`config.mk`:
```
export PLATFORM = sky130hd
export DESIGN_NAME = vending_controller_flat
export DESIGN_NICKNAME = d
export VERILOG_FILES = /design/src/rtl/vending_controller_pkg.sv /design/src/rtl/vending_controller_if.sv /design/src/rtl/vending_controller_balance.sv /design/src/rtl/vending_controller.sv /design/src/flat_wrapper.sv
export SDC_FILE = /design/constraint.sdc
export NUM_CORES = 1
export LEC_CHECK = 0
export BUFFER_PORTS_ARGS = -buffer_cell sky130_fd_sc_hd__clkbuf_2
export CAP_MARGIN = 20
export CORE_MARGIN = 5
export CORE_UTILIZATION = 42
export DETAILED_ROUTE_END_ITERATION = 8
export GPL_ROUTABILITY_DRIVEN = 0
export SETUP_SLACK_MARGIN = 0.2
export SLEW_MARGIN = 20
export SYNTH_ARGS = -nofsm -noshare
export SYNTH_HDL_FRONTEND = slang
export SYNTH_SLANG_ARGS = --single-unit
```
`constraint.sdc`:
```
create_clock -name clk -period 4.95 [get_ports clk]
set_clock_uncertainty 0.2 [all_clocks]
set_input_delay 0.99 -clock clk [delete_from_list [all_inputs] [get_ports clk]]
set_output_delay 0.99 -clock clk [all_outputs]
set_load 0.005 [all_outputs]
```
`src/rtl/vending_controller_pkg.sv`:
```
// Shared sizes, coin/price tables and controller state type for the vending machine.
package vending_machine_def;
  localparam int kNumCoins  = 3;
  localparam int kNumItems  = 4;
  localparam int kTotalBits = 12;

  typedef logic [kTotalBits-1:0] amount_t;

  typedef enum logic [1:0] {
    ST_IDLE,
    ST_ACCUM,
    ST_DISPENSE,
    ST_RETURN
  } state_t;

  // Coin indices are ordered by ascending value; change selection depends on it.
  function automatic amount_t coin_value(input int idx);
    case (idx)
      0:       coin_value = amount_t'(100);
      1:       coin_value = amount_t'(500);
      2:       coin_value = amount_t'(1000);
      default: coin_value = '0;
    endcase
  endfunction

  function automatic amount_t item_price(input int idx);
    case (idx)
      0:       item_price = amount_t'(400);
      1:       item_price = amount_t'(500);
      2:       item_price = amount_t'(1000);
      3:       item_price = amount_t'(2000);
      default: item_price = '0;
    endcase
  endfunction

  function automatic amount_t coin_mask_value(input logic [kNumCoins-1:0] mask);
    coin_mask_value = '0;
    for (int k = 0; k < kNumCoins; k++) begin
      if (mask[k]) coin_mask_value = coin_mask_value | coin_value(k);
    end
  endfunction

  function automatic amount_t item_mask_price(input logic [kNumItems-1:0] mask);
    item_mask_price = '0;
    for (int k = 0; k < kNumItems; k++) begin
      if (mask[k]) item_mask_price = item_mask_price | item_price(k);
    end
  endfunction
endpackage

```
`src/rtl/vending_controller_if.sv`:
```
// User-facing coin/selection/return signals of the vending controller.
interface vending_controller_if;
  import vending_machine_def::*;

  logic [kNumCoins-1:0]  i_input_coin;
  logic [kNumItems-1:0]  i_select_item;
  logic                  i_trigger_return;
  logic [kNumItems-1:0]  o_available_item;
  logic [kNumItems-1:0]  o_output_item;
  logic [kNumCoins-1:0]  o_return_coin;
  logic [kTotalBits-1:0] current_total;
  logic                  o_busy;

  modport master (
    output i_input_coin, i_select_item, i_trigger_return,
    input  o_available_item, o_output_item, o_return_coin, current_total, o_busy
  );

  modport slave (
    input  i_input_coin, i_select_item, i_trigger_return,
    output o_available_item, o_output_item, o_return_coin, current_total, o_busy
  );
endinterface

```
`src/rtl/vending_controller_balance.sv`:
```
// Balance register: holds the customer credit, next value supplied by the controller FSM.
module balance_register
  import vending_machine_def::*;
(
  input  logic    clk,
  input  logic    reset,
  input  amount_t i_next,
  output amount_t o_value
);
  amount_t r_value;

  always_ff @(posedge clk) begin
    if (reset) begin
      r_value <= '0;
    end else begin
      r_value <= i_next;
    end
  end

  assign o_value = r_value;
endmodule

```
`src/rtl/vending_controller.sv`:
```
// Vending controller: accumulates coins, dispenses affordable items, returns change
// greedily on request or after an inactivity timeout.
module vending_controller
  import vending_machine_def::*;
#(
  parameter int unsigned TIMEOUT_CYCLES = 100
) (
  input  logic                clk,
  input  logic                reset,
  vending_controller_if.slave io_bus
);
  localparam int kCntBits = (TIMEOUT_CYCLES < 1) ? 1 : $clog2(TIMEOUT_CYCLES + 1);
  localparam logic [kCntBits-1:0] kCntReload = kCntBits'(TIMEOUT_CYCLES);

  state_t               r_state, w_state_next;
  logic [kCntBits-1:0]  r_count, w_count_next;
  logic [kNumItems-1:0] r_sel, w_sel_next;
  amount_t              w_total, w_total_next;

  logic                  w_coin_ok, w_sel_ok;
  logic [kTotalBits:0]   w_coin_sum;
  amount_t               w_sel_price, w_disp_price, w_disp_left;
  amount_t               w_change_value, w_ret_left;
  logic [kNumCoins-1:0]  w_change;
  logic [kNumItems-1:0]  w_avail;

  // Greedy change: the largest coin that does not exceed the balance.
  function automatic logic [kNumCoins-1:0] pick_change(input amount_t bal);
    pick_change = '0;
    for (int k = 0; k < kNumCoins; k++) begin
      if (bal >= coin_value(k)) pick_change = kNumCoins'(1) << k;
    end
  endfunction

  balance_register u_balance (
    .clk     (clk),
    .reset   (reset),
    .i_next  (w_total_next),
    .o_value (w_total)
  );

  // A coin that would carry out of the balance width is rejected outright.
  assign w_coin_sum     = {1'b0, w_total} + {1'b0, coin_mask_value(io_bus.i_input_coin)};
  assign w_coin_ok      = $onehot(io_bus.i_input_coin) && !w_coin_sum[kTotalBits];
  assign w_sel_price    = item_mask_price(io_bus.i_select_item);
  assign w_sel_ok       = $onehot(io_bus.i_select_item) && (w_total >= w_sel_price);
  assign w_disp_price   = item_mask_price(r_sel);
  assign w_disp_left    = w_total - w_disp_price;
  assign w_change       = pick_change(w_total);
  assign w_change_value = coin_mask_value(w_change);
  assign w_ret_left     = w_total - w_change_value;

  always_ff @(posedge clk) begin
    if (reset) begin
      r_state <= ST_IDLE;
      r_count <= kCntReload;
      r_sel   <= '0;
    end else begin
      r_state <= w_state_next;
      r_count <= w_count_next;
      r_sel   <= w_sel_next;
    end
  end

  always_comb begin
    w_state_next = r_state;
    w_count_next = r_count;
    w_sel_next   = r_sel;
    w_total_next = w_total;
    case (r_state)
      ST_IDLE: begin
        if (w_coin_ok) begin
          w_total_next = w_coin_sum[kTotalBits-1:0];
          w_count_next = kCntReload;
          w_state_next = ST_ACCUM;
        end
      end
      ST_ACCUM: begin
        // A return request wins over any coin or selection in the same cycle.
        if (io_bus.i_trigger_return) begin
          w_state_next = ST_RETURN;
        end else if (w_coin_ok || w_sel_ok) begin
          if (w_coin_ok) begin
            w_total_next = w_coin_sum[kTotalBits-1:0];
            w_count_next = kCntReload;
          end
          if (w_sel_ok) begin
            w_sel_next   = io_bus.i_select_item;
            w_state_next = ST_DISPENSE;
          end
        end else if (r_count <= kCntBits'(1)) begin
          w_count_next = '0;
          w_state_next = ST_RETURN;
        end else begin
          w_count_next = r_count - kCntBits'(1);
        end
      end
      ST_DISPENSE: begin
        w_total_next = w_disp_left;
        w_count_next = kCntReload;
        w_state_next = (w_disp_left != '0) ? ST_ACCUM : ST_IDLE;
      end
      ST_RETURN: begin
        w_total_next = w_ret_left;
        if (w_ret_left == '0) w_state_next = ST_IDLE;
      end
      default: begin
        w_state_next = ST_IDLE;
      end
    endcase
  end

  generate
    for (genvar gi = 0; gi < kNumItems; gi++) begin : g_avail
      assign w_avail[gi] = ((r_state == ST_IDLE) || (r_state == ST_ACCUM)) &&
                           (w_total >= item_price(gi));
    end
  endgenerate

  // Pulse outputs decode registered state only, so inputs never reach outputs combinationally.
  assign io_bus.o_available_item = w_avail;
  assign io_bus.o_output_item    = (r_state == ST_DISPENSE) ? r_sel : '0;
  assign io_bus.o_return_coin    = (r_state == ST_RETURN) ? w_change : '0;
  assign io_bus.current_total    = w_total;
  assign io_bus.o_busy           = (r_state == ST_DISPENSE) || (r_state == ST_RETURN);
endmodule

```
`src/flat_wrapper.sv`:
```
// flat-port wrapper written by rule: the top's interface ports become plain ports
module vending_controller_flat import vending_machine_def::*;
#(
  parameter int unsigned TIMEOUT_CYCLES = 100
)
  (clk, reset, io_bus_i_input_coin, io_bus_i_select_item, io_bus_i_trigger_return, io_bus_o_available_item, io_bus_o_output_item, io_bus_o_return_coin, io_bus_current_total, io_bus_o_busy);
  vending_controller_if io_bus_i ();
  input  logic clk;
  input  logic reset;
  input wire logic [$bits(io_bus_i.i_input_coin)-1:0] io_bus_i_input_coin;
  input wire logic [$bits(io_bus_i.i_select_item)-1:0] io_bus_i_select_item;
  input wire logic [$bits(io_bus_i.i_trigger_return)-1:0] io_bus_i_trigger_return;
  output wire logic [$bits(io_bus_i.o_available_item)-1:0] io_bus_o_available_item;
  output wire logic [$bits(io_bus_i.o_output_item)-1:0] io_bus_o_output_item;
  output wire logic [$bits(io_bus_i.o_return_coin)-1:0] io_bus_o_return_coin;
  output wire logic [$bits(io_bus_i.current_total)-1:0] io_bus_current_total;
  output wire logic [$bits(io_bus_i.o_busy)-1:0] io_bus_o_busy;
  assign io_bus_i.i_input_coin = io_bus_i_input_coin;
  assign io_bus_i.i_select_item = io_bus_i_select_item;
  assign io_bus_i.i_trigger_return = io_bus_i_trigger_return;
  assign io_bus_o_available_item = io_bus_i.o_available_item;
  assign io_bus_o_output_item = io_bus_i.o_output_item;
  assign io_bus_o_return_coin = io_bus_i.o_return_coin;
  assign io_bus_current_total = io_bus_i.current_total;
  assign io_bus_o_busy = io_bus_i.o_busy;
  vending_controller #(.TIMEOUT_CYCLES(TIMEOUT_CYCLES)) u_core (.clk(clk), .reset(reset), .io_bus(io_bus_i));
endmodule
```
==> out/results.txt, run 1 <==
Longest Clk Path Bufs = 2
Setup WS post-layout = 0.7107 ns
GR Layer Usage met3 = 1.263%
unrepaired setup endpoints after global routing = no
outcome = finished, final reports clean
Setup CP Type = flop to flop
grt met2 use = 32.01%
Critical Path Sink Type = flop
Final period util = 85.64%
vias in the first global route = 2867
Fillers = 758
CP Launch Type = flop
WHS Path Cells = 2
Std-Cell Rows = 31
Fmax = 0.2359 GHz
Worst-Margin Slew = 0.8397 ns
number of synthesized flops with an enable pin = 0
mean post-synth cell area = 7.598 sq um
pwr/cell area = 678.4 nW/um^2
met1 usage = 27.07%
ANT cells = 0
max cap viols = 0
cts repair resizes = 0
GR Overflow Total = 0
TritonRoute pass-1 iters = 4
Synth Instances = 401
initial antenna violation count = 0
Worst Path Arrival = 4.22 ns
starting DRC count in detailed routing = 187
sum of negative setup slack = 0 ns
Final ANT Viol Nets = 0
Initial Utilization = 42.46%
Critical Path Slowest Stage Cell = nor4b_1
Area growth syn-to-layout = 10.39%
die span in y = 95.17 microns
root buf cell = clkbuf_8
cts bufs inserted = 3
final hold violations = 0
clk_lat worst skew = 0.27 ns
total number of yosys warnings = 0
most frequently used flop master after synthesis = dfxtp_1
Min Hold Slack = 0.3106 ns
nets = 493
sequential-to-total area share from yosys stat = 15.11%
Cell Area, Placed = 3317 sq um
worst-path cell chain = nor3_1 -> nor4b_1 -> nor2_1 -> ha_1 -> fa_1 -> nand2b_1 -> a21oi_1 -> xor2_1 -> or3_1 -> o41ai_2 -> nand4_1 -> a221oi_1
clk sinks = 23
worst hold path class = flop to flop
slowest stage delay, CP = 0.73 ns
asr flop ratio synth = 0%
layout cells sized above 1 = 12.53%
number of buffers added on ports = 31
setup bufs post-CTS = 0
Post-Syn Area = 3047 sq um
DR WL/cell = 16.01 microns
GR peak layer = met2
number of H-tree levels = 1
Die X = 95.17 microns
post-route design area = 3363 sq um
first-pass GRT wire length = 14.02 mm
Remaining DRCs = 0
#FFs+latches synth = 23
utilization after layout = 46.87%
required time worst endpoint = 4.93 ns
R2R depth = 12
io pins = 34
CP Max Fanout = 8
# hold bufs at CTS = 0
Setup-failing EPs final = 0
Core Box Area = 7176 sq um
dpl ws = 0.7831 ns
largest net degree at the start of global routing = 25
Max VDD drop = 230.3 uV
Final Max Slew Viols = 0
Total Wirelength = 8.483 mm
DP Wirelength = 6.696 mm
CTS tree = yes
normalized max-slew margin = 43.23%
via density per instance = 5.670
CTS clk-pin slew, worst paths = 0.10 ns
die area = 9057 sq um
min Tclk post-route = 4.239 ns
Total Routing Usage GR = 19.25%
synth unique cells = 67
Static Leak = 1.426 nW
Vias = 3005
synthesized netlist by cell type, drive strengths merged (7+ instances only):
| master | instances | area share (%) |
|---|---|---|
| clkbuf | 7 | 0.86 |
| nand2 | 24 | 3.0 |
| a21o | 7 | 1.7 |
| ha | 46 | 19 |
| o21ai | 22 | 3.6 |
| dfxtp | 23 | 15 |
| nor2 | 56 | 6.9 |
| a211oi | 9 | 2.2 |
| nand3 | 8 | 1.3 |
| a21oi | 31 | 5.2 |
| nor3 | 15 | 2.6 |
| nand2b | 13 | 2.7 |
| mux2i | 7 | 2.3 |
| inv | 26 | 3.2 |
| xor2 | 13 | 3.7 |
sequential cells by signal, summed over array words and instances, names as in the netlist:
signal	count
u_core.u_balance.o_value	10
u_core.r_sel	4
u_core.r_state	2
u_core.r_count	7
cells in the final DEF, fill, tap and decap left out, types with 5 or more instances in the layout:
cell	netlist	final
a211oi_1	9	9
a21o_1	7	7
a21oi_1	30	30
buf_4	2	5
clkbuf_2	0	31
dfxtp_1	23	23
fa_1	5	5
ha_1	46	46
inv_1	26	26
mux2i_1	7	7
nand2_1	24	24
nand2b_1	13	13
nand3_1	8	8
nor2_1	56	56
nor3_1	14	14
o21ai_0	21	21
xor2_1	13	13
per-stage QoR:
step                      total power, mW  std cells
after global routing                2.519        530
after global placement              2.114        526
after CTS                           2.269        530
after detailed placement            2.129        526
after floorplan                     1.686        402
final                               2.282        530
critical path: cells and delay by family (launching register included):
kind                       cells  cell delay, ns
AOI/OAI and AO/OA              3            0.80
and+or+nand+nor                6            1.97
adders and majority gates      2            0.65
xor gates and xnor gates       1            0.10
DFF                            1            0.43
area by class of cell:
cell class / count / area (sq um) / share of cell area [%]
clock buffers: 3 / 41.29 / 1.228
clock inverters: 1 / 5.005 / 0.1488
inverters: 27 / 101.3 / 3.013
multi-input cells: 341 / 2439 / 72.51
flip-flops and latches: 23 / 460.4 / 13.69
well taps: 99 / 123.9 / 3.683
repair buffers: 36 / 192.7 / 5.729
path summary, 6_finish.rpt:
kind / from / to / slack (ns)
hold reg to reg: u_core.r_count[5] / u_core.r_count[5] / 0.31
hold / removal: u_core.r_count[5] / u_core.r_count[5] / 0.31
setup / recovery: u_core.u_balance.o_value[9] / u_core.r_state[0] / 0.71
setup reg to reg: u_core.u_balance.o_value[9] / u_core.r_state[0] / 0.71
metal layers:
layer  routed length [microns]  vias up
li1                          -     1524
met1                      4094     1396
met2                      3889       77
met3                       380        8
met4                       119        0
met5                         0        -
logic make-up (layout without fill, tap and decap cells):
group / count (synthesis) / in the layout / synth area share [%]
adders and majority gates: 51 / 51 / 22.18
AOI/OAI and AO/OA: 117 / 117 / 26.37
and+or+nand+nor: 146 / 146 / 23.70
xor gates and xnor gates: 17 / 17 / 4.887
muxes: 8 / 8 / 2.669
other: 1 / 2 / 0.1231
buffers and inverters: 38 / 67 / 4.969
DFF: 23 / 23 / 15.11
power by group:
part           internal [mW]  leakage, nW  switching (mW)
Clock                 0.0564       0.0255          0.0719
Sequential             0.237        0.188          0.0911
Combinational          0.763         1.21            1.06
(Power assumes the default switching activity.)
==> run 2, diff against run 1 <==
--- a/config.mk
+++ b/config.mk
@@ -9,8 +9,11 @@
 export CAP_MARGIN = 20
 export CORE_MARGIN = 5
 export CORE_UTILIZATION = 42
+export CTS_BUF_LIST = sky130_fd_sc_hd__clkbuf_8 sky130_fd_sc_hd__clkbuf_16
+export CTS_CLUSTER_DIAMETER = 120
 export DETAILED_ROUTE_END_ITERATION = 8
 export GPL_ROUTABILITY_DRIVEN = 0
+export PLACE_DENSITY = 0.71
 export SETUP_SLACK_MARGIN = 0.2
 export SLEW_MARGIN = 20
 export SYNTH_ARGS = -nofsm -noshare
==> run 2 against run 1 <==
Effect of this change:
- sequential share of layout area hardly changed
- combinational power hardly changed
- highest routed layer unchanged
- final area fell by 0.26%
- critical endpoint unchanged
- die area did not move
- non-clock buffer count shrank 1
- clock power shrank 6%
- cell count is 0.19% lower
- sequential power barely moved
- largest power group unchanged
==> out/results.txt, run 2 (synthesis gave the netlist of run 1 again) <==
CP Launch Type = flop
Die X = 95.17 microns
most frequent cells in the layout = nor2_1, ha_1, clkbuf_2
number of H-tree levels = 1
DR WL/cell = 16.01 microns
Longest Clk Path Bufs = 2
Setup WS post-layout = 0.7631 ns
Critical Path Slowest Stage Cell = nor4b_1
TritonRoute pass-1 iters = 5
Area growth syn-to-layout = 10.10%
cts bufs inserted = 3
Remaining DRCs = 0
normalized max-slew margin = 43.61%
dpl ws = 0.7661 ns
clk sinks = 23
cts repair resizes = 0
clk_lat worst skew = 0.27 ns
die span in y = 95.17 microns
commonest non-fill, non-tap cell in the layout = nor2_1
via density per instance = 5.745
ANT cells = 0
Fmax = 0.2388 GHz
first-pass GRT wire length = 14.03 mm
required time worst endpoint = 4.93 ns
Core Box Area = 7176 sq um
setup bufs post-CTS = 0
worst hold path class = flop to flop
layout cells sized above 1 = 12.09%
starting DRC count in detailed routing = 259
die area = 9057 sq um
Finished Layout Cells = 529
sum of negative setup slack = 0 ns
Fillers = 725
Std-Cell Rows = 31
min Tclk post-route = 4.187 ns
Worst Path Arrival = 4.17 ns
Cells after DPL = 525
Worst Path Buf+Inv = 0
GR Overflow Total = 0
max cap viols = 0
area occupied by multi-input gates = 2439 sq um
initial antenna violation count = 0
Final ANT Viol Nets = 0
Final period util = 84.58%
unrepaired setup endpoints after global routing = no
Setup-failing EPs final = 0
pwr/cell area = 682.4 nW/um^2
nets = 492
io pins = 34
root buf cell = clkbuf_8
number of buffers added on ports = 31
outcome = finished, final reports clean
DP Wirelength = 6.732 mm
max reg flops = 10
Min Hold Slack = 0.3220 ns
Final Max Slew Viols = 0
largest net degree at the start of global routing = 25
Setup CP Type = flop to flop
CP top delay family = simple AND/OR/NAND/NOR gates
slowest stage delay, CP = 0.73 ns
vias in the first global route = 2945
Worst-Margin Slew = 0.8341 ns
Max VDD drop = 184.1 uV
# hold bufs at CTS = 0
CTS tree = yes
register area = 460.4 sq um
Total Wirelength = 8.470 mm
Critical Path Sink Type = flop
Initial Utilization = 42.46%
final hold violations = 0
Static Leak = 1.422 nW
CTS clk-pin slew, worst paths = 0.09 ns
overall power = 2.289 mW
worst-path cell chain = nor3_1 -> nor4b_1 -> nor2_1 -> ha_1 -> fa_1 -> nand2b_1 -> a21oi_1 -> xor2_1 -> or3_1 -> o41ai_2 -> nand4_1 -> a221oi_1
Total Routing Usage GR = 19.11%
Vias = 3039
FF-to-FF setup slack = 0.76 ns
CP Max Fanout = 8
==> run 2: cell types whose count changed in the layout (fill, tap and decap cells not counted), sizes merged <==
cell / previous run / this run
inv: 26 / 27
clkinv: 2 / 1
buf: 5 / 4
==> run 2: routing by layer <==
| layer | up-vias | track usage (%) | wire [microns] |
|---|---|---|---|
| met5 | - | 0 | 0 |
| met4 | 0 | 5.288 | 117 |
| met3 | 9 | 1.421 | 354 |
| met2 | 106 | 33.00 | 4073 |
| met1 | 1405 | 25.47 | 3925 |
| li1 | 1519 | - | - |
==> run 2: power by group <==
| part | total [mW] | internal, mW | leakage, nW | switching (mW) |
|---|---|---|---|---|
| Combinational | 1.84 | 0.766 | 1.21 | 1.08 |
| Sequential | 0.327 | 0.237 | 0.188 | 0.0901 |
| Clock | 0.120 | 0.0555 | 0.0269 | 0.0649 |
==> run 2: final cells by class <==
class	count	share of cell area (%)
Tap cell	99	3.693
Clock inverter	1	0.1119
Clock buffer	3	1.231
Timing Repair Buffer	35	5.520
Multi-Input combinational cell	341	72.70
Sequential cell	23	13.73
Inverter	27	3.021
==> run 2: final timing paths <==
check | startpoint | endpoint | cells after the start
setup / recovery | u_core.u_balance.o_value[9] | u_core.r_state[0] | 12
hold reg to reg | u_core.r_count[5] | u_core.r_count[5] | 2
setup reg to reg | u_core.u_balance.o_value[9] | u_core.r_state[0] | 12
hold / removal | u_core.r_count[5] | u_core.r_count[5] | 2
==> run 2: worst reg2reg max path, stage by stage (launching register included) <==
cell and delay (ns):
dfxtp_1 0.42, nor3_1 0.36, nor4b_1 0.73, nor2_1 0.10, ha_1 0.26, fa_1 0.41
nand2b_1 0.17, a21oi_1 0.15, xor2_1 0.09, or3_1 0.39, o41ai_2 0.31, nand4_1 0.21
a221oi_1 0.30
==> run 2: per-stage QoR <==
stage	area, sq um	util (%)
after detailed placement	3309	46.12
after global placement	3309	46.12
after floorplan	3050	-
after global routing	3354	46.75
final	3354	46.75
after CTS	3354	46.75
